<file path="config.mk">
export PLATFORM = sky130hd
export DESIGN_NAME = tq_recon_4x4
export DESIGN_NICKNAME = d
export VERILOG_FILES = /design/src/rtl/tq_recon_pkg.sv /design/src/rtl/tq_clip_add.sv /design/src/rtl/tq_recon_4x4.sv
export SDC_FILE = /design/constraint.sdc
export NUM_CORES = 1
export LEC_CHECK = 0
export CORE_ASPECT_RATIO = 0.9
export CORE_MARGIN = 3
export CORE_UTILIZATION = 51
export CTS_BUF_LIST = sky130_fd_sc_hd__clkbuf_2 sky130_fd_sc_hd__clkbuf_4 sky130_fd_sc_hd__clkbuf_8
export DETAILED_ROUTE_END_ITERATION = 8
export PLACE_DENSITY = 0.9
export SETUP_SLACK_MARGIN = 0.05
export SLEW_MARGIN = 20
export SYNTH_ARGS = -nofsm -noshare
export SYNTH_HDL_FRONTEND = slang
export SYNTH_SLANG_ARGS = --single-unit
</file>
<file path="constraint.sdc">
create_clock -name clk_i -period 4.3 [get_ports clk_i]
set_input_delay 1.29 -clock clk_i [delete_from_list [all_inputs] [get_ports clk_i]]
set_output_delay 1.29 -clock clk_i [all_outputs]
set_load 0.005 [all_outputs]
</file>
<file path="src/rtl/tq_recon_pkg.sv">
// -----------------------------------------------------------------------------
// tq_recon_pkg
// Shared types and helpers for the 4x4 reconstruction stage: default sample
// widths, pixel/row types, the emit FSM state encoding and the z-scan block
// position decoder.
// -----------------------------------------------------------------------------
package tq_recon_pkg;

  localparam int PIX_W_DEF       = 8;
  localparam int RES_W_DEF       = 15;
  localparam int ROUND_SHIFT_DEF = 6;

  typedef logic [7:0]  pix_t;
  typedef logic [31:0] row_t;

  typedef enum logic {IDLE, EMIT} state_t;

  // Z-scan block index -> {y4, x4}. Even index bits give x, odd bits give y.
  function automatic logic [3:0] zscan_xy(input logic [3:0] blk);
    return {blk[3], blk[1], blk[2], blk[0]};
  endfunction

endpackage

</file>
<file path="src/rtl/tq_clip_add.sv">
// -----------------------------------------------------------------------------
// tq_clip_add
// One reconstructed pixel: round the residual by ROUND_SHIFT (floor shift after
// adding half an LSB), add the prediction and clip to the unsigned pixel range.
// Purely combinational.
//   i_res  : signed residual sample
//   i_pred : unsigned prediction pixel
//   o_pix  : clip(pred + rounded residual)
// -----------------------------------------------------------------------------
module tq_clip_add
  import tq_recon_pkg::*;
#(
  parameter int RES_W       = RES_W_DEF,
  parameter int PIX_W       = PIX_W_DEF,
  parameter int ROUND_SHIFT = ROUND_SHIFT_DEF
) (
  input  logic signed [RES_W-1:0] i_res,
  input  logic        [PIX_W-1:0] i_pred,
  output logic        [PIX_W-1:0] o_pix
);

  // Two guard bits: one for the rounding add, one for the prediction add.
  localparam int SW = RES_W + 2;
  localparam logic signed [SW-1:0] PIX_MAX = SW'((1 << PIX_W) - 1);

  logic signed [SW-1:0] w_res_ext;
  logic signed [SW-1:0] w_r;
  logic signed [SW-1:0] w_sum;

  assign w_res_ext = {{2{i_res[RES_W-1]}}, i_res};

  generate
    if (ROUND_SHIFT > 0) begin : g_round
      localparam logic signed [SW-1:0] RND = SW'(2 ** (ROUND_SHIFT - 1));
      assign w_r = (w_res_ext + RND) >>> ROUND_SHIFT;
    end else begin : g_pass
      assign w_r = w_res_ext;
    end
  endgenerate

  assign w_sum = w_r + $signed({{(SW - PIX_W){1'b0}}, i_pred});

  // NOTE: every branch assigns o_pix, so no latch is inferred.
  always_comb begin
    if (w_sum[SW-1]) begin
      o_pix = '0;
    end else if (w_sum > PIX_MAX) begin
      o_pix = '1;
    end else begin
      o_pix = w_sum[PIX_W-1:0];
    end
  end

endmodule

</file>
<file path="src/rtl/tq_recon_4x4.sv">
// -----------------------------------------------------------------------------
// tq_recon_4x4
// Reconstructs a 4x4 block (clip(pred + rounded residual)) and writes it
// row-by-row into the 16x16 macroblock buffer, blocks taken in z-scan order.
//   clk_i, rst_i            : clock, synchronous active-high reset
//   mb_start_i              : abort in-flight block, restart block count
//   in_valid_i/in_ready_o   : block handshake (in_ready_o is combinational
//                             from wr_ready_i to allow back-to-back blocks)
//   res_iRC_i / pred_iRC_i  : residual / prediction, row R, column C
//   wr_valid_o/wr_ready_i   : buffer write handshake
//   wr_addr_o               : {y4, row, x4} word address
//   wr_data_o               : one row, column C at bits [8C+7:8C]
//   blk_cnt_o               : z-scan index of the next block to be written
//   mb_done_o               : pulse after the 16th block's last row is written
// -----------------------------------------------------------------------------
module tq_recon_4x4
  import tq_recon_pkg::*;
#(
  parameter int RES_W       = RES_W_DEF,
  parameter int PIX_W       = PIX_W_DEF,
  parameter int ROUND_SHIFT = ROUND_SHIFT_DEF
) (
  input  logic                    clk_i,
  input  logic                    rst_i,
  input  logic                    mb_start_i,
  input  logic                    in_valid_i,
  output logic                    in_ready_o,
  input  logic signed [RES_W-1:0] res_i00_i, res_i01_i, res_i02_i, res_i03_i,
  input  logic signed [RES_W-1:0] res_i10_i, res_i11_i, res_i12_i, res_i13_i,
  input  logic signed [RES_W-1:0] res_i20_i, res_i21_i, res_i22_i, res_i23_i,
  input  logic signed [RES_W-1:0] res_i30_i, res_i31_i, res_i32_i, res_i33_i,
  input  logic        [PIX_W-1:0] pred_i00_i, pred_i01_i, pred_i02_i, pred_i03_i,
  input  logic        [PIX_W-1:0] pred_i10_i, pred_i11_i, pred_i12_i, pred_i13_i,
  input  logic        [PIX_W-1:0] pred_i20_i, pred_i21_i, pred_i22_i, pred_i23_i,
  input  logic        [PIX_W-1:0] pred_i30_i, pred_i31_i, pred_i32_i, pred_i33_i,
  output logic                    wr_valid_o,
  input  logic                    wr_ready_i,
  output logic [5:0]              wr_addr_o,
  output logic [4*PIX_W-1:0]      wr_data_o,
  output logic [3:0]              blk_cnt_o,
  output logic                    mb_done_o
);

  logic signed [RES_W-1:0] w_res  [16];
  logic        [PIX_W-1:0] w_pred [16];
  logic        [PIX_W-1:0] w_pix  [16];
  logic      [4*PIX_W-1:0] w_row  [4];

  assign w_res  = '{res_i00_i, res_i01_i, res_i02_i, res_i03_i,
                    res_i10_i, res_i11_i, res_i12_i, res_i13_i,
                    res_i20_i, res_i21_i, res_i22_i, res_i23_i,
                    res_i30_i, res_i31_i, res_i32_i, res_i33_i};
  assign w_pred = '{pred_i00_i, pred_i01_i, pred_i02_i, pred_i03_i,
                    pred_i10_i, pred_i11_i, pred_i12_i, pred_i13_i,
                    pred_i20_i, pred_i21_i, pred_i22_i, pred_i23_i,
                    pred_i30_i, pred_i31_i, pred_i32_i, pred_i33_i};

  generate
    for (genvar p = 0; p < 16; p++) begin : g_pix
      tq_clip_add #(
        .RES_W      (RES_W),
        .PIX_W      (PIX_W),
        .ROUND_SHIFT(ROUND_SHIFT)
      ) u_clip (
        .i_res (w_res[p]),
        .i_pred(w_pred[p]),
        .o_pix (w_pix[p])
      );
    end
    for (genvar r = 0; r < 4; r++) begin : g_row
      assign w_row[r] = {w_pix[4*r+3], w_pix[4*r+2], w_pix[4*r+1], w_pix[4*r]};
    end
  endgenerate

  function automatic logic [5:0] row_addr(input logic [3:0] blk, input logic [1:0] row);
    logic [3:0] xy;
    xy = zscan_xy(blk);
    return {xy[3:2], row, xy[1:0]};
  endfunction

  state_t             r_state;
  logic [1:0]         r_row_cnt;
  logic [3:0]         r_blk_cnt;
  logic               r_wr_valid;
  logic [5:0]         r_wr_addr;
  logic [4*PIX_W-1:0] r_wr_data;
  logic               r_mb_done;
  logic [4*PIX_W-1:0] r_hold [4];

  logic       w_row_last;
  logic       w_accept;
  logic [3:0] w_blk_next;
  logic [1:0] w_row_next;

  assign w_row_last = (r_row_cnt == 2'd3);
  assign w_blk_next = r_blk_cnt + 4'd1;
  assign w_row_next = r_row_cnt + 2'd1;

  // A new block may enter while the last row of the current one is written.
  assign in_ready_o = !mb_start_i &&
                      ((r_state == IDLE) || ((r_state == EMIT) && w_row_last && wr_ready_i));
  assign w_accept   = in_valid_i && in_ready_o;

  // NOTE: sequential state uses non-blocking assignments only, so every
  // register samples pre-edge values regardless of statement order.
  always_ff @(posedge clk_i) begin
    if (rst_i) begin
      r_state    <= IDLE;
      r_row_cnt  <= 2'd0;
      r_blk_cnt  <= 4'd0;
      r_wr_valid <= 1'b0;
      r_wr_addr  <= '0;
      r_wr_data  <= '0;
      r_mb_done  <= 1'b0;
      // NOTE: the hold rows are a handful of flops, cleared on reset so no
      // stale pixels from before reset can appear on the write bus.
      for (int i = 0; i < 4; i++) r_hold[i] <= '0;
    end else begin
      r_mb_done <= 1'b0;
      if (mb_start_i) begin
        r_state    <= IDLE;
        r_wr_valid <= 1'b0;
        r_blk_cnt  <= 4'd0;
        r_row_cnt  <= 2'd0;
      end else begin
        case (r_state)
          IDLE: begin
            if (w_accept) begin
              r_hold     <= w_row;
              r_row_cnt  <= 2'd0;
              r_state    <= EMIT;
              r_wr_valid <= 1'b1;
              r_wr_addr  <= row_addr(r_blk_cnt, 2'd0);
              r_wr_data  <= w_row[0];
            end
          end
          EMIT: begin
            if (wr_ready_i) begin
              if (w_row_last) begin
                r_blk_cnt <= w_blk_next;
                if (r_blk_cnt == 4'd15) r_mb_done <= 1'b1;
                if (w_accept) begin
                  r_hold    <= w_row;
                  r_row_cnt <= 2'd0;
                  r_wr_addr <= row_addr(w_blk_next, 2'd0);
                  r_wr_data <= w_row[0];
                end else begin
                  r_state    <= IDLE;
                  r_wr_valid <= 1'b0;
                end
              end else begin
                r_row_cnt <= w_row_next;
                r_wr_addr <= row_addr(r_blk_cnt, w_row_next);
                r_wr_data <= r_hold[w_row_next];
              end
            end
          end
          default: r_state <= IDLE;
        endcase
      end
    end
  end

  assign wr_valid_o = r_wr_valid;
  assign wr_addr_o  = r_wr_addr;
  assign wr_data_o  = r_wr_data;
  assign blk_cnt_o  = r_blk_cnt;
  assign mb_done_o  = r_mb_done;

endmodule

</file>
==> results of run 1 <==
-- power breakdown --
part	switching, W	total (W)	leakage (nW)	internal (W)
Sequential	0.000110	0.00187	1.43	0.00175
Clock	0.000621	0.00130	0.217	0.000675
Combinational	0.00116	0.00239	7.25	0.00122
Total	0.00190	0.00555	8.90	0.00365
-- kinds of logic (layout without fill, tap and decap cells) --
family | count (synthesis) | in the layout | share of synthesized area, %
AO/OA/AOI/OAI | 651 | 651 | 27.77
AND/OR/NAND/NOR | 579 | 579 | 17.64
XOR/XNOR | 200 | 200 | 10.95
flip-flops | 175 | 175 | 21.89
adder cells (fa/ha/maj) | 166 | 166 | 13.73
buffers and inverters | 131 | 684 | 3.151
multiplexers | 38 | 38 | 4.878
other | 0 | 2 | 0
-- tightest hold or removal path: cells and delay by family (launching register included) --
family / cells / cell delay, ps
DFF: 1 / 320
and+or+nand+nor: 2 / 90
-- cell usage after synthesis (6+ instances only) --
master     number  share of area, %
nand2b_1       13              0.51
fa_1           16               2.0
a31oi_1        18              0.70
nand2_1       157               3.7
a22oi_1        30               1.4
o22ai_1        17              0.66
o21a_1         32               1.5
nor2_1        130               3.0
clkbuf_1       49               1.1
o31a_1         11              0.60
buf_1           6              0.14
xnor2_1       142               7.8
a221oi_1       35               1.9
o21ai_0       133               4.2
a22o_1         11              0.60
a32oi_1        12              0.66
or3_1          12              0.47
and3_1         25              0.98
a21o_1         39               1.8
a221o_1        29               1.8
mux4_2         32               4.5
nor3_1         42               1.3
xor2_1         58               3.2
dfxtp_1       175                22
inv_1          71               1.7
and2_1         13              0.51
a211oi_1       29               1.4
and4_1          7              0.38
o211ai_1       18              0.84
o31ai_1         7              0.33
nand3_1        88               2.8
ha_1          150                12
nand4_1        27               1.1
nor2b_1        25              0.98
a211o_1         6              0.33
or2_2          13              0.51
o21bai_1        7              0.33
a21oi_1       147               4.6
mux2i_1         6              0.38
a21boi_0        6              0.28
a2bb2oi_1      11              0.60
-- final cells by class --
type | instances | share of cell area (%)
clock buffer | 20 | 1.217
multi-input combinational | 1634 | 54.93
sequential | 175 | 15.86
tap | 403 | 2.282
inverter | 71 | 1.206
clock inverter | 11 | 0.8153
antenna | 2 | 0.02265
timing repair buffer | 582 | 23.67
-- flip-flops by register name (all words and copies together), names as in the netlist --
signal      cells
r_hold        128
wr_data_o      32
wr_addr_o       6
blk_cnt_o       4
r_row_cnt       2
mb_done_o       1
r_state         1
wr_valid_o      1
-- what timing repair did --
action / CTS / global route
setup buffers: 6 / 2
pin swaps: 7 / 3
gates resized for setup: 15 / 20
endpoints found under the hold margin: 0 / 0
endpoints found under the setup margin: 11 / 56
hold buffers: 0 / 0
cloned: 0 / 0
-- per-stage QoR --
stage	setup slack, ps	total power [W]	cell area, um2
floorplan	268.9	0.003142	16000
CTS	125.9	0.005486	22000
finish	168.2	0.005546	22100
detailed placement	-562.6	0.004183	21470
global route	52.06	0.005828	22100
global placement	-397.3	0.004079	21470
-- worst max-delay path by stage --
| stage | endpoint | slack [ps] | depth (start not counted) | from |
|---|---|---|---|---|
| after floorplan | wr_data_o[26]$_SDFFE_PP0P_ | 270 | 11 | res_i03_i[5] |
| after global placement | wr_data_o[26]$_SDFFE_PP0P_ | -400 | 13 | res_i03_i[5] |
| after detailed placement | wr_data_o[29]$_SDFFE_PP0P_ | -560 | 13 | res_i03_i[5] |
| after CTS | r_hold[51]$_SDFFE_PP0P_ | 130 | 11 | res_i22_i[5] |
| after global routing | r_hold[5]$_SDFFE_PP0P_ | 50 | 13 | res_i30_i[5] |
| final | wr_data_o[29]$_SDFFE_PP0P_ | 170 | 13 | res_i03_i[8] |
-- layer usage --
layer	GRT usage [%]	vias up	part of all wire (%)
met4	11.56	4	3.4
met2	52.44	826	47
met3	6.292	141	9.4
li1	-	8428	-
met1	38.48	8420	40
met5	0	-	0.050
==> results.txt, run 1 <==
Status = finished clean
Critical path startpoint category = input pin
CTS HTree Levels = 4
Ordered cell list for the critical path = dlygate4sd2_1 > and4_4 > nand2_1 > xnor2_1 > ha_1 > and3_1 > a221oi_1 > and3_1 > a311o_1 > or3_1 > a311o_2 > buf_4 > a211oi_2
Overall Global Routing Usage = 30.88%
Clk_lat worst skew = 460 ps
Post-DP HPWL = 43450 um
Most frequent cells in the layout = 331 x clkdlybuf4s50_1, 243 x buf_4, 174 x dfxtp_1, 156 x nand2_1, 146 x a21oi_1
Fillers = 2211
Area used by multi-input combinational logic = 0.01214 mm2
Number of synthesized register bits = 175
Fraction of the cycle the final worst path needs = 96.09%
Final cell count without fillers = 2898
End of the worst register-to-register path = r_hold[115]$_SDFFE_PP0P_
WP data required = 4670 ps
Clock buffer count from CTS = 17
Proportion of register bits with asynchronous set or reset after synthesis = 0%
Maximum buffer depth of the clock tree = 2
DR iter-0 viols = 1586
Max-capacitance violation count = 0
Cell count after synthesis = 1940
Register-to-Register Setup Slack = 1500 ps
Standard cell core area = 0.03040 mm2
Antenna violations before repair = 4
Endpoint of the worst hold path = r_hold[102]$_SDFFE_PP0P_
Cell Area, Synth = 0.01600 mm2
Static leakage = 8.897 nW
Pin count of the biggest net entering global routing = 64
Cell count of the worst hold path = 2
Final Hold Violating Endpoints = 0
Ys Warns = 0
Final Util = 72.68%
Number of input and output port buffers inserted = 337
Max Freq = 242.0 MHz
Hold Path Origin = r_hold[102]$_SDFFE_PP0P_
Number of ports placed on the die boundary = 418
Transition at the pin with the smallest max-transition slack = 1092 ps
Average size of a mapped cell = 8.250 um2
Launching point of the worst reg2reg path = r_row_cnt[1]$_SDFFE_PP0N_
Power per Cell Area = 251.0 mW/mm2
Count of buffer and inverter cells on the critical path = 2
Drc violations = 0
Sequential-to-total area share from yosys stat = 21.89%
Number of slew-limit violations in the final report = 0
Most common cell after layout, fill and taps aside = clkdlybuf4s50_1
Setup TNS Final = 0 ps
Cell family contributing the most delay on the critical path = simple AND/OR/NAND/NOR gates
Die span in x = 192.7 um
Worst-case hold slack = 442.5 ps
Hold crit path type = flip-flop to flip-flop
Register-to-Register Path Depth = 6
Setup repair after global routing missed its margin = false
P&R area growth vs syn = 38.08%
Via count of the first global-routing pass = 17680
Wirelength per Cell = 18.78 um
Cell with the largest stage delay on the worst path = a311o_2
Top cell by count, worst path = and3_1
Worst stage delay on the critical path = 440 ps
Number of placed instances with taps included = 2857
Routed WL = 54440 um
Peak ir drop on the vdd network = 184.6 uV
First-pass GRT wire length = 85550 um
Register cell area after layout = 0.003505 mm2
Max FO, Critical Path = 6
Number of flops mapped to enable cells by yosys = 0
Fraction of layout cells with a size suffix above 1 = 14.80%
Synthesized Nets = 2479
Clk sinks = 175
Final setup vio count = 0
Vias after detailed routing = 17820
Kind of critical path = input pin to flip-flop
Final GP Congestion = 0.9226
Crit path DAT = 4510 ps
Crit path capture type = flip-flop
Top flip-flop cell by instance count after synthesis = dfxtp_1
Number of vias per cell after detailed routing = 6.149
Clock root buffer = clkbuf_8
Clock edge transition at the registers on the reported setup and hold paths = 90 ps
Antenna-violating nets left = 0
Site Rows = 60
Maximum clock skew at final layout = 21.33 ps
Final min period = 4132 ps
Vert. Die Dim = 174.1 um
Tightest slew margin relative to the limit = 26.92%
Pre-antenna DRT Iters = 6
Clock tree from TritonCTS = yes
GR Overflow Total = 0
Overall die area = 0.03354 mm2
Final layout net count = 3020
Initial cell density of the core = 52.64%
Number of distinct standard cells referenced by the synthesized netlist = 84
Power figures use the tool's default switching activity.
==> run 2: changes to the inputs <==
--- a/config.mk
+++ b/config.mk
@@ -7,10 +7,11 @@
 export LEC_CHECK = 0
 export CORE_ASPECT_RATIO = 0.9
 export CORE_MARGIN = 3
-export CORE_UTILIZATION = 51
+export CORE_UTILIZATION = 55
 export CTS_BUF_LIST = sky130_fd_sc_hd__clkbuf_2 sky130_fd_sc_hd__clkbuf_4 sky130_fd_sc_hd__clkbuf_8
 export DETAILED_ROUTE_END_ITERATION = 8
-export PLACE_DENSITY = 0.9
+export DONT_BUFFER_PORTS = 1
+export PLACE_DENSITY = 0.77
 export SETUP_SLACK_MARGIN = 0.05
 export SLEW_MARGIN = 20
 export SYNTH_ARGS = -nofsm -noshare
==> constraint.sdc (replaced) <==
create_clock -name clk_i -period 4.3 [get_ports clk_i]
set_input_delay 0.86 -clock clk_i [delete_from_list [all_inputs] [get_ports clk_i]]
set_output_delay 0.86 -clock clk_i [all_outputs]
set_load 0.005 [all_outputs]
==> run 2 against run 1 <==
Compared with the run above:
- routed wire length is 13% lower
- via count is 15% lower
- critical endpoint is now wr_data_o[30]$_SDFFE_PP0P_
- flip-flop and latch count stayed put
- clock skew is 4.0 ps lower
- first-iteration DRC count is 20% lower
- cell area is 24% lower
- largest cell class unchanged
- global-route usage is 2.3 points lower
- cell count is 21% lower
==> results.txt, run 2 (synthesis results as in run 1) <==
Status = finished clean (unchanged)
Maximum buffer depth of the clock tree = 2 (unchanged)
Clock root buffer = clkbuf_8 (unchanged)
Antenna-violating nets left = 0 (unchanged)
Kind of critical path = input pin to flip-flop (unchanged)
Number of cells on the critical path = 11 (was 13)
Clock tree from TritonCTS = yes (unchanged)
Final GP Congestion = 0.9569 (was 0.9226)
Peak ir drop on the vdd network = 183.5 uV (was 184.6 uV)
Setup Slack @ Placement = 279.6 ps (was -562.6 ps)
Most frequent cells in the layout = 175 x dfxtp_1, 156 x nand2_1, 149 x ha_1, 147 x a21oi_1, 142 x xnor2_1 (was 331 x clkdlybuf4s50_1, 243 x buf_4, 174 x dfxtp_1, 156 x nand2_1, 146 x a21oi_1)
Wirelength per Cell = 20.65 um (was 18.78 um)
Final setup margin = 723.8 ps (was 168.2 ps)
Maximum clock skew at final layout = 17.31 ps (was 21.33 ps)
End of the worst register-to-register path = r_hold[36]$_SDFFE_PP0P_ (was r_hold[115]$_SDFFE_PP0P_)
WP data required = 4670 ps (about the same)
Final min period = 3576 ps (was 4132 ps)
P&R area growth vs syn = 5.457% (was 38.08%)
Number of ports placed on the die boundary = 418 (unchanged)
Clk sinks = 175 (unchanged)
Antenna violations before repair = 5 (was 4)
Clock edge transition at the registers on the reported setup and hold paths = 90 ps (about the same)
First-pass GRT wire length = 72160 um (was 85550 um)
Cell count of the worst hold path = 2 (unchanged)
Drc violations = 0 (unchanged)
Final setup vio count = 0 (unchanged)
Power share of the sequential group = 38.4% (was 33.6%)
Final Hold Violating Endpoints = 0 (unchanged)
Max Freq = 279.6 MHz (was 242.0 MHz)
Overall Global Routing Usage = 28.60% (was 30.88%)
Number of input and output port buffers inserted = 0 (was 337)
NetSw = 0.001691 W (was 0.001896 W)
Site Rows = 58 (was 60)
Count of buffer and inverter cells on the critical path = 0 (was 2)
Fraction of the cycle the final worst path needs = 83.17% (was 96.09%)
Crit path capture type = flip-flop (unchanged)
Critical path startpoint category = input pin (unchanged)
Hold crit path type = flip-flop to flip-flop (unchanged)
Register cell area after layout = 0.003503 mm2 (was 0.003505 mm2)
Number of vias per cell after detailed routing = 6.616 (was 6.149)
Number of slew-limit violations in the final report = 0 (unchanged)
Post-CTS resize count = 0 (was 15)
Tightest slew margin relative to the limit = 31.55% (was 26.92%)
Cell-internal power = 0.003193 W (was 0.003650 W)
Pin count of the biggest net entering global routing = 86 (was 64)
Ordered cell list for the critical path = ha_1 > and3_1 > xor2_1 > ha_1 > a21oi_1 > o21ai_0 > and3_1 > a311o_1 > or3_1 > a311o_1 > a311oi_1 (was dlygate4sd2_1 > and4_4 > nand2_1 > xnor2_1 > ha_1 > and3_1 > a221oi_1 > and3_1 > a311o_1 > or3_1 > a311o_2 > buf_4 > a211oi_2)
CTS HTree Levels = 4 (unchanged)
Timing startpoint of the critical path = res_i03_i[5] (was res_i03_i[8])
Launching point of the worst reg2reg path = r_row_cnt[1]$_SDFFE_PP0N_ (unchanged)
Cell family contributing the most delay on the critical path = compound AO/OA/AOI/OAI gates (was simple AND/OR/NAND/NOR gates)
Vert. Die Dim = 167.8 um (was 174.1 um)
Power per Cell Area = 289.4 mW/mm2 (was 251.0 mW/mm2)
Max reg flops = 128 (unchanged)
End point of the critical path = wr_data_o[30]$_SDFFE_PP0P_ (was wr_data_o[29]$_SDFFE_PP0P_)
GR Overflow Total = 0 (unchanged)
Vias after detailed routing = 15170 (was 17820)
Fillers = 2554 (was 2211)
Max-capacitance violation count = 0 (unchanged)
PnR Total Power = 0.004884 W (was 0.005546 W)
Die span in x = 185.8 um (was 192.7 um)
Setup TNS Final = 0 ps (unchanged)
Most common cell after layout, fill and taps aside = dfxtp_1 (was clkdlybuf4s50_1)
Area used by multi-input combinational logic = 0.01202 mm2 (was 0.01214 mm2)
Via count of the first global-routing pass = 13900 (was 17680)
Clk_lat worst skew = 470 ps (was 460 ps)
Worst stage delay on the critical path = 540 ps (was 440 ps)
DR iter-0 viols = 1276 (was 1586)
Max FO, Critical Path = 12 (was 6)
Crit path DAT = 3950 ps (was 4510 ps)
Standard cell core area = 0.02830 mm2 (was 0.03040 mm2)
Static leakage = 6.483 nW (was 8.897 nW)
Clock buffer count from CTS = 17 (unchanged)
Post-DP HPWL = 38130 um (was 43450 um)
Post-CTS Repair Setup Buffers = 0 (was 6)
Final layout net count = 2458 (was 3020)
Net Sw Frac = 34.63% (was 34.19%)
Routed WL = 47330 um (was 54440 um)
Setup repair after global routing missed its margin = false (unchanged)
Initial cell density of the core = 56.55% (was 52.64%)
Register-to-Register Setup Slack = 1320 ps (was 1500 ps)
Part of the power in combinational logic = 34.0% (was 43.0%)
Register with the most flip-flops = r_hold (unchanged)
Overall die area = 0.03118 mm2 (was 0.03354 mm2)
Hold bufs inserted after CTS = 0 (unchanged)
Transition at the pin with the smallest max-transition slack = 1027 ps (was 1092 ps)
Cell with the largest stage delay on the worst path = a311o_1 (was a311o_2)
Clock network power share = 27.5% (was 23.4%)
Register-to-Register Path Depth = 8 (was 6)
Pre-antenna DRT Iters = 5 (was 6)
Fraction of layout cells with a size suffix above 1 = 6.318% (was 14.80%)
-- run 2: changes by cell type in the layout (fill, tap and decap cells not counted), sizes merged --
cell,delta
diode,-1
dlymetal6s2s,-1
dlygate4sd2,-4
buf,-226
bufinv,+1
clkbuf,-3
clkdlybuf4s50,-331
clkinv,-1
inv,+3
-- run 2: worst min-delay path by stage --
stage,from,slack (ps),end
final,r_hold[102]$_SDFFE_PP0P_,440,r_hold[102]$_SDFFE_PP0P_
after global placement,r_hold[99]$_SDFFE_PP0P_,420,r_hold[99]$_SDFFE_PP0P_
after detailed placement,r_hold[102]$_SDFFE_PP0P_,430,r_hold[102]$_SDFFE_PP0P_
after floorplan,r_hold[102]$_SDFFE_PP0P_,410,r_hold[102]$_SDFFE_PP0P_
after CTS,rst_i,440,wr_addr_o[4]$_SDFFE_PP0P_
after global routing,rst_i,420,wr_addr_o[4]$_SDFFE_PP0P_
-- run 2: cell type report --
| class | count | share of cell area [%] |
|---|---|---|
| diodes | 1 | 0.01483 |
| clock buffers | 17 | 1.386 |
| clock inverters | 14 | 1.349 |
| inverters | 71 | 1.579 |
| multi-input cells | 1634 | 71.21 |
| flip-flops and latches | 175 | 20.76 |
| well taps | 360 | 2.669 |
| repair buffers | 20 | 1.038 |
-- run 2: power by group through the flow --
stage / sequential, W / combinational, W / clock, W
after floorplan: 0.00185 / 0.00130 / 0
after global placement: 0.00190 / 0.00158 / 0
after detailed placement: 0.00191 / 0.00162 / 0
after CTS: 0.00187 / 0.00164 / 0.00137
after global routing: 0.00189 / 0.00184 / 0.00143
final: 0.00188 / 0.00166 / 0.00134
-- run 2: stage by stage --
stage	cells	utilization [%]	hold WS, ps	area [um2]
5_1_grt	2291	59.62	424.3	16870
6_report	2292	59.63	438.1	16880
3_5_place_dp	2260	57.99	428.0	16410
2_1_floorplan	1940	-	410.2	16000
4_1_cts	2291	59.62	435.4	16870
3_3_place_gp	2260	57.99	418.4	16410
-- run 2: worst min-delay path: stages, from the launching register on --
cell and delay (ps):
dfxtp_1 320, nand2_1 50, nand2_1 40
-- run 2: metal layers --
layer  GRT usage, %  wire [um]  part of all wire (%)  vias up
met5              0         47                 0.099        -
met4          6.118        829                   1.8        8
met3          10.50       5714                    12       56
met2          42.52      19960                    42      656
met1          39.94      20780                    44     7161
li1               -          -                     -     7284
==> run 3: changes to the inputs <==
==> constraint.sdc (replaced) <==
create_clock -name clk_i -period 3.4 [get_ports clk_i]
set_input_delay 0.68 -clock clk_i [delete_from_list [all_inputs] [get_ports clk_i]]
set_output_delay 0.68 -clock clk_i [all_outputs]
set_load 0.005 [all_outputs]
==> run 3 against run 2 <==
Compared with the run above:
- sequential share of layout area fell by 0.70 points
- die area did not move
- utilization rose by 2.1 points
- worst setup slack got worse by 450 ps
- clock skew rose by 4.1 ps
- clock-buffer cell count rose by 1
- largest power group unchanged
- non-clock buffer count rose by 90
- worst hold slack got worse by 170 ps
- combinational power rose by 36%
- critical path depth rose by 1
- flip-flop and latch count did not move
==> results.txt, run 3 (synthesis results as in run 1) <==
Kind of critical path = input pin to flip-flop (unchanged)
NetSw = 0.002192 W (was 0.001691 W)
Static leakage = 6.880 nW (was 6.483 nW)
Pin count of the biggest net entering global routing = 86 (unchanged)
First-pass GRT wire length = 73130 um (was 72160 um)
Vias after detailed routing = 15520 (was 15170)
Number of placed instances with taps included = 2350 (was 2260)
Cell-internal power = 0.003865 W (was 0.003193 W)
Final setup vio count = 0 (unchanged)
Setup TNS Final = 0 ps (unchanged)
Most frequent cells in the layout = 175 x dfxtp_1, 156 x nand2_1, 148 x ha_1, 146 x a21oi_1, 142 x xnor2_1 (was 175 x dfxtp_1, 156 x nand2_1, 149 x ha_1, 147 x a21oi_1, 142 x xnor2_1)
Final Util = 61.71% (was 59.63%)
Vert. Die Dim = 167.8 um (unchanged)
Post-CTS Repair Setup Buffers = 0 (unchanged)
WP data required = 3790 ps (was 4670 ps)
Transition at the pin with the smallest max-transition slack = 821.6 ps (was 1027 ps)
Clock tree from TritonCTS = yes (unchanged)
Via count of the first global-routing pass = 14580 (was 13900)
Number of slew-limit violations in the final report = 0 (unchanged)
Fraction of the cycle the final worst path needs = 91.84%
Maximum clock skew at final layout = 21.39 ps (was 17.31 ps)
Part of the power in combinational logic = 37.2% (was 34.0%)
DR iter-0 viols = 1180 (was 1276)
Peak ir drop on the vdd network = 234.8 uV (was 183.5 uV)
Site Rows = 58 (unchanged)
Die span in x = 185.8 um (unchanged)
Number of vias per cell after detailed routing = 6.516 (was 6.616)
P&R area growth vs syn = 9.123% (was 5.457%)
Status = finished clean (unchanged)
Final GP Congestion = 0.9282 (was 0.9569)
Routed WL = 47360 um (was 47330 um)
Hold crit path type = input pin to flip-flop (was flip-flop to flip-flop)
Number of diodes added for antenna fixing = 0 (was 1)
Overall die area = 0.03118 mm2 (unchanged)
Clock edge transition at the registers on the reported setup and hold paths = 100 ps (was 90 ps)
Number of input and output port buffers inserted = 0 (unchanged)
Fillers = 2472 (was 2554)
Max-capacitance violation count = 0 (unchanged)
Max reg flops = 128 (unchanged)
Register with the most flip-flops = r_hold (unchanged)
Standard cell core area = 0.02830 mm2 (unchanged)
Clk_lat worst skew = 470 ps (about the same)
Clock network power share = 23.6% (was 27.5%)
Antenna violations before repair = 0 (was 5)
Maximum buffer depth of the clock tree = 2 (unchanged)
Hold bufs inserted after CTS = 0 (unchanged)
Tightest slew margin relative to the limit = 44.97% (was 31.55%)
Clk sinks = 175 (unchanged)
Post-DP HPWL = 38450 um (was 38130 um)
Crit path DAT = 3510 ps (was 3950 ps)
Post-CTS resize count = 0 (unchanged)
Final layout net count = 2548 (was 2458)
Critical path startpoint category = input pin (unchanged)
Clock root buffer = clkbuf_8 (unchanged)
Wirelength per Cell = 19.88 um (was 20.65 um)
GR Overflow Total = 0 (unchanged)
Number of ports placed on the die boundary = 418 (unchanged)
Final min period = 3122 ps
Clock buffer count from CTS = 17 (unchanged)
Crit path capture type = flip-flop (unchanged)
Final Hold Violating Endpoints = 0 (unchanged)
Max FO, Critical Path = 6 (was 12)
Max Freq = 320.3 MHz
Net Sw Frac = 36.18% (was 34.63%)
Final cell count without fillers = 2382 (was 2292)
Power share of the sequential group = 39.2% (was 38.4%)
Fraction of layout cells with a size suffix above 1 = 10.73% (was 6.318%)
Power per Cell Area = 346.8 mW/mm2 (was 289.4 mW/mm2)
Overall Global Routing Usage = 28.75% (was 28.60%)
Most common cell after layout, fill and taps aside = dfxtp_1 (unchanged)
Antenna-violating nets left = 0 (unchanged)
Initial cell density of the core = 56.55% (unchanged)
Setup repair after global routing missed its margin = false (unchanged)
Pre-antenna DRT Iters = 6 (was 5)
Drc violations = 0 (unchanged)
CTS HTree Levels = 4 (unchanged)
-- run 3: per-layer routing --
layer	track usage, %	wire length, um	vias to the layer above
li1	-	-	7482
met1	40.99	21170	7230
met2	43.25	19860	743
met3	7.842	5222	65
met4	7.252	1106	0
met5	0	0	-
-- run 3: path summary, 6_finish.rpt --
path	from	endpoint	slack [ps]	cells after the start
worst max-delay path	res_i03_i[5]	wr_data_o[27]$_SDFFE_PP0P_	280	12
worst min register to register	r_hold[98]$_SDFFE_PP0P_	r_hold[98]$_SDFFE_PP0P_	440	2
worst max register to register	r_row_cnt[1]$_SDFFE_PP0N_	r_hold[36]$_SDFFE_PP0P_	430	8
worst min-delay path	rst_i	wr_addr_o[0]$_SDFFE_PP0P_	270	1
-- run 3: critical path, stage by stage --
cell and delay [ps]:
ha_2 170, and3_4 200, xor2_1 210, ha_1 300, a41oi_1 220, o21ai_1 110
and3_1 170, a311o_1 360, or3_1 310, a311o_1 390, buf_4 210, a211oi_2 160
-- run 3: layout make-up --
class | instances | area (um2) | share of cell area [%]
Clock buffer | 18 | 241.5 | 1.383
Clock inverter | 14 | 132.6 | 0.7594
Inverter | 71 | 266.5 | 1.526
Multi-Input combinational cell | 1634 | 12030 | 68.89
Sequential cell | 175 | 3503 | 20.06
Tap cell | 360 | 450.4 | 2.579
Timing Repair Buffer | 110 | 838.3 | 4.800
-- run 3: metrics by stage --
step                hold slack [ps]  power (W)  area, um2  worst slack (ps)
floorplan                     410.2   0.003977      16020             52.01
global placement              420.4   0.004551      17090            -129.0
detailed placement            428.0   0.004611      17090            -159.5
CTS                           255.6   0.006020      17460             312.4
global route                  250.8   0.006396      17460             83.98
finish                        268.2   0.006057      17460             277.6
-- run 3: power by group through the flow --
stage	combinational, W	clock (W)	sequential [W]
2_1_floorplan	0.00164	0	0.00233
5_1_grt	0.00249	0.00152	0.00239
6_report	0.00225	0.00143	0.00237
4_1_cts	0.00222	0.00144	0.00237
3_5_place_dp	0.00220	0	0.00241
3_3_place_gp	0.00214	0	0.00241
